[src/rtl/spi_reg_bank.sv]
// SPI mode-0 write-only target that receives 16-bit frames and drives the five
// PWM configuration registers; malformed frames raise a one-cycle frame_err.
module spi_reg_bank #(
    parameter int SYNC_STAGES = 2,
    parameter int MAX_ADDR    = 4
) (
    input  logic       clk,
    input  logic       rst,
    input  logic       sclk,
    input  logic       copi,
    input  logic       ncs,
    output logic [7:0] en_reg_out_7_0,
    output logic [7:0] en_reg_out_15_8,
    output logic [7:0] en_reg_pwm_7_0,
    output logic [7:0] en_reg_pwm_15_8,
    output logic [7:0] pwm_duty_cycle,
    output logic       frame_err
);

    typedef enum logic [1:0] {
        IDLE,
        RECV,
        COMMIT
    } state_t;

    localparam logic [4:0] FRAME_BITS = 5'd16;
    localparam logic [4:0] COUNT_MAX  = 5'd17;

    logic [SYNC_STAGES-1:0] sclk_ff;
    logic [SYNC_STAGES-1:0] copi_ff;
    logic [SYNC_STAGES-1:0] ncs_ff;
    logic                   sclk_hist;
    logic                   ncs_hist;

    logic sclk_sync;
    logic copi_sync;
    logic ncs_sync;
    logic sclk_rise;
    logic ncs_fall;
    logic ncs_rise;

    state_t      state;
    logic [15:0] shift;
    logic [4:0]  count;
    logic [6:0]  addr;
    logic        addr_ok;
    logic        frame_ok;

    // Synchronizers reset to the idle bus levels so no edge is seen on release.
    always_ff @(posedge clk or posedge rst) begin
        if (rst) begin
            sclk_ff   <= '0;
            copi_ff   <= '0;
            ncs_ff    <= '1;
            sclk_hist <= 1'b0;
            ncs_hist  <= 1'b1;
        end else begin
            sclk_ff   <= {sclk_ff[SYNC_STAGES-2:0], sclk};
            copi_ff   <= {copi_ff[SYNC_STAGES-2:0], copi};
            ncs_ff    <= {ncs_ff[SYNC_STAGES-2:0], ncs};
            sclk_hist <= sclk_ff[SYNC_STAGES-1];
            ncs_hist  <= ncs_ff[SYNC_STAGES-1];
        end
    end

    assign sclk_sync = sclk_ff[SYNC_STAGES-1];
    assign copi_sync = copi_ff[SYNC_STAGES-1];
    assign ncs_sync  = ncs_ff[SYNC_STAGES-1];

    assign sclk_rise = sclk_sync & ~sclk_hist;
    assign ncs_fall  = ~ncs_sync & ncs_hist;
    assign ncs_rise  = ncs_sync & ~ncs_hist;

    assign addr     = shift[14:8];
    assign addr_ok  = int'(addr) <= MAX_ADDR;
    assign frame_ok = (count == FRAME_BITS);

    always_ff @(posedge clk or posedge rst) begin
        if (rst) begin
            state           <= IDLE;
            shift           <= '0;
            count           <= '0;
            frame_err       <= 1'b0;
            en_reg_out_7_0  <= '0;
            en_reg_out_15_8 <= '0;
            en_reg_pwm_7_0  <= '0;
            en_reg_pwm_15_8 <= '0;
            pwm_duty_cycle  <= '0;
        end else begin
            frame_err <= 1'b0;
            case (state)
                IDLE: begin
                    if (ncs_fall) begin
                        shift <= '0;
                        count <= '0;
                        state <= RECV;
                    end
                end

                RECV: begin
                    // A chip-select release takes priority over a coincident clock edge.
                    if (ncs_rise) begin
                        state <= COMMIT;
                    end else if (sclk_rise && !ncs_sync) begin
                        shift <= {shift[14:0], copi_sync};
                        if (count != COUNT_MAX) begin
                            count <= count + 5'd1;
                        end
                    end
                end

                COMMIT: begin
                    state <= IDLE;
                    if (frame_ok && shift[15] && addr_ok) begin
                        case (addr)
                            7'd0:    en_reg_out_7_0  <= shift[7:0];
                            7'd1:    en_reg_out_15_8 <= shift[7:0];
                            7'd2:    en_reg_pwm_7_0  <= shift[7:0];
                            7'd3:    en_reg_pwm_15_8 <= shift[7:0];
                            7'd4:    pwm_duty_cycle  <= shift[7:0];
                            default: ;
                        endcase
                    end else if (!(frame_ok && !shift[15])) begin
                        frame_err <= 1'b1;
                    end
                end

                default: state <= IDLE;
            endcase
        end
    end

endmodule

[config.mk]
export PLATFORM = sky130hd
export DESIGN_NAME = spi_reg_bank
export DESIGN_NICKNAME = d
export VERILOG_FILES = /design/src/rtl/spi_reg_bank.sv
export SDC_FILE = /design/constraint.sdc
export NUM_CORES = 1
export LEC_CHECK = 0
export CAP_MARGIN = 30
export CORE_MARGIN = 10
export CORE_UTILIZATION = 32
export CTS_CLUSTER_SIZE = 40
export DETAILED_ROUTE_END_ITERATION = 10
export PLACE_DENSITY = 0.52
export SYNTH_ARGS = -nofsm -noshare
export SYNTH_HDL_FRONTEND = slang
export SYNTH_SLANG_ARGS = --single-unit
[constraint.sdc]
create_clock -name clk -period 3.9 [get_ports clk]
set_clock_uncertainty 0.2 [all_clocks]
set_input_delay 0.39 -clock clk [delete_from_list [all_inputs] [get_ports clk]]
set_output_delay 0.39 -clock clk [all_outputs]
set_load 0.01 [all_outputs]
==> out/results.txt <==
wire length of the first global-routing pass -> 10500 um
cell-by-cell trace of the critical path -> inv_1, ha_1, and4bb_2, nand4_2, mux2_2
fraction of the cycle the final worst path needs -> 54.6%
clock transition at the registers of the reported paths -> 0.08 ns
DP Cell Count -> 385
synthesis-to-layout area growth -> 24.8%
Lkg Pwr -> 1.71 nW
biggest fanout along the worst timing path -> 8
residual antenna-violating net count after detailed routing -> 0
Worst path slowest cell -> sky130_fd_sc_hd__dfrtp_1
count of cells resized by post-cts repair -> 0
maximum root-to-sink buffer count -> 2
Filler Cell Count -> 870
PnR worst setup slack -> 1.77 ns
register-to-register setup slack -> 1.77 ns
effective utilization at floorplan -> 32.8%
Die Area -> 0.0138 mm^2
WL final -> 6330 um
net total in the final layout -> 275
Top-Level Pins -> 46
initial antenna violation count -> 0
overall overflow remaining after global route -> 0
pin count of the biggest net entering global routing -> 37
logic depth of the worst setup path including buffers -> 5
setup repair after global routing missed its margin -> false
async set-or-reset flop fraction in the synthesized netlist -> 100%
instance count of the mapped netlist -> 216
Netlist Area Pre-Place -> 0.00303 mm^2
n_diodes -> 0
clock buffer count from CTS -> 9
count of TritonRoute iterations in the first routing pass -> 4
clock period minus final worst setup slack -> 2.13 ns
Power per Cell Area -> 356 mW/mm^2
Num Clock Sinks -> 72
portion of the post-synthesis area used by sequential elements -> 59.6%
post-synth cell types -> 35
normalized max-slew margin -> 46.9%
syn nets -> 224
type of destination of the critical path -> flop
Hold Vio Cnt, Final -> 0
Highest Clock Rate -> 470 MHz
gr usage total -> 10.0%
average wire length per cell after detail routing -> 15.8 um
final number of setup-violating endpoints -> 0
Post-Synthesis Mean Instance Area -> 14.0 um^2
vias in the first global route -> 1927
most common flop cell mapped by yosys -> sky130_fd_sc_hd__dfrtp_1
register bit count reported by yosys -> 72
overall die width -> 117 um
WP data required -> 3.93 ns
post-route standard cell area excluding fillers -> 0.00378 mm^2
Via-to-Cell Ratio -> 4.45
Max stage delay on crit path -> 0.45 ns
IR Drop Worst-Case VDD -> 0.148 mV
element type at the critical path start -> flop
sum of negative setup slack -> 0 ns
Worst path top cell family by delay -> simple AND/OR/NAND/NOR gates
number of placement rows -> 35
number of enable flip-flop cells after synthesis -> 0
fin. max-slew vios -> 0
Synth Warn # -> 0
Core Util, Final -> 40.9%
layout cell share with drive strength beyond 1 -> 26.5%
DR vias -> 1786
Clk Tree Root Cell -> sky130_fd_sc_hd__clkbuf_8
Final Instance Count excl. Fillers -> 401
number of H-tree levels -> 3
Floorplan Core Area -> 0.00924 mm^2
hpwl dp -> 4290 um
transition time at the pin with the least slew margin -> 0.797 ns
DP Worst Slack -> 1.73 ns
worst skew pair latency -> 0.34 ns
number of DRC violations after detailed-routing iteration 0 -> 40
area of placed instances -> 0.00361 mm^2
Hold Path Class -> in -> async
Arr. time, crit path -> 2.15 ns
worst reg-to-reg path cell count -> 5
DRC violation count after routing -> 0
run status -> finished clean
CP bufs+invs -> 1
final RePlAce weighted congestion -> 0.752
chip height -> 117 um
Post-CTS Setup Bufs -> 0
# port buffers -> 45
max cap viols -> 0
hold-fix buffers at CTS -> 0
CTS tree -> done
type of the setup path with the least slack -> reg -> reg
[cell usage in the layout (no fill, tap or decap), types with 3 or more instances in the layout]
master,instances
sky130_fd_sc_hd__clkbuf_8,9
sky130_fd_sc_hd__clkdlybuf4s50_1,45
sky130_fd_sc_hd__clkinv_2,4
sky130_fd_sc_hd__dfrtp_1,69
sky130_fd_sc_hd__dfstp_2,3
sky130_fd_sc_hd__ha_1,3
sky130_fd_sc_hd__inv_1,19
sky130_fd_sc_hd__mux2_2,38
sky130_fd_sc_hd__mux2i_1,19
sky130_fd_sc_hd__nand2_1,20
sky130_fd_sc_hd__nand4_2,3
sky130_fd_sc_hd__nor4b_2,3
[Yosys cell counts, types with 2 or more instances]
cell type	n	area share [%]
sky130_fd_sc_hd__mux2i_1	19	6.3
sky130_fd_sc_hd__nor4b_2	3	1.5
sky130_fd_sc_hd__mux2_1	2	0.74
sky130_fd_sc_hd__buf_2	3	0.50
sky130_fd_sc_hd__nand4_4	2	1.4
sky130_fd_sc_hd__clkbuf_1	2	0.25
sky130_fd_sc_hd__ha_1	3	1.2
sky130_fd_sc_hd__mux2_2	38	14
sky130_fd_sc_hd__nand3_1	2	0.33
sky130_fd_sc_hd__nand4_2	3	1.2
sky130_fd_sc_hd__nand2_1	20	2.5
sky130_fd_sc_hd__o31ai_1	2	0.50
sky130_fd_sc_hd__or4_1	2	0.50
sky130_fd_sc_hd__o21ai_0	2	0.33
sky130_fd_sc_hd__a21boi_1	2	0.50
sky130_fd_sc_hd__and4bb_2	2	0.83
sky130_fd_sc_hd__inv_1	20	2.5
sky130_fd_sc_hd__nor4b_1	2	0.58
sky130_fd_sc_hd__dfstp_2	3	2.6
sky130_fd_sc_hd__dfrtp_1	69	57
[final cells by class]
type | instances | area, um^2 | share of cell area [%]
flip-flops and latches | 72 | 1810 | 47.8
multi-input cells | 117 | 1110 | 29.3
repair buffers | 47 | 465 | 12.3
well taps | 129 | 161 | 4.27
clock buffers | 10 | 128 | 3.38
inverters | 20 | 75.1 | 1.99
clock inverters | 6 | 36.3 | 0.961
[report_power, final]
| part | internal (W) | leakage (nW) | switching (W) | total (W) |
|---|---|---|---|---|
| Clock | 0.000227 | 0.0858 | 0.000278 | 0.000506 |
| Combinational | 0.0000222 | 0.643 | 0.0000348 | 0.0000570 |
| Sequential | 0.000762 | 0.980 | 0.0000204 | 0.000782 |
| Total | 0.00101 | 1.71 | 0.000334 | 0.00134 |
[stage by stage]
step	total power, W	hold WS (ns)
after detailed placement	0.000857	0.139
after CTS	0.00137	0.123
after global placement	0.000856	0.133
after global routing	0.00142	0.143
final	0.00134	0.121
after floorplan	0.000833	0.131
[worst register-to-register path, stage by stage (launching register included)]
cell and delay, ns:
sky130_fd_sc_hd__dfrtp_1 0.45, sky130_fd_sc_hd__inv_1 0.09, sky130_fd_sc_hd__ha_1 0.13, sky130_fd_sc_hd__and4bb_2 0.39
sky130_fd_sc_hd__nand4_2 0.36, sky130_fd_sc_hd__mux2_2 0.40
[final timing paths]
path / start / end
max: count[0] / en_reg_pwm_7_0[1]
max in group asynchronous: rst / en_reg_pwm_15_8[7]
max reg2reg: count[0] / en_reg_pwm_7_0[1]
min in group clk: ncs_ff[0] / ncs_ff[1]
min: rst / copi_ff[1]
min reg2reg: ncs_ff[0] / ncs_ff[1]
[cell families after synthesis]
logic type	count (synthesis)	synth area share, %
compound gates	7	1.49
mux	59	21.2
flops	72	59.6
fa+ha+maj	3	1.24
buf+inv	27	3.84
simple gates	48	12.6
[registers in the layout, summed over array words and instances, names as in the netlist]
signal / flops
shift: 16
en_reg_out_15_8: 8
en_reg_out_7_0: 8
en_reg_pwm_15_8: 8
en_reg_pwm_7_0: 8
pwm_duty_cycle: 8
count: 5
copi_ff: 2
ncs_ff: 2
sclk_ff: 2
state: 2
frame_err: 1
ncs_hist: 1
sclk_hist: 1
[layer usage]
layer  global-route usage (%)  up-vias  part of all wire, %
li1                         -      849                    -
met1                     12.6      902                   46
met2                     14.8       28                   47
met3                     4.28        7                  6.2
met4                     4.20        0                  1.3
met5                        0        -                    0
(Power assumes the default switching activity.)
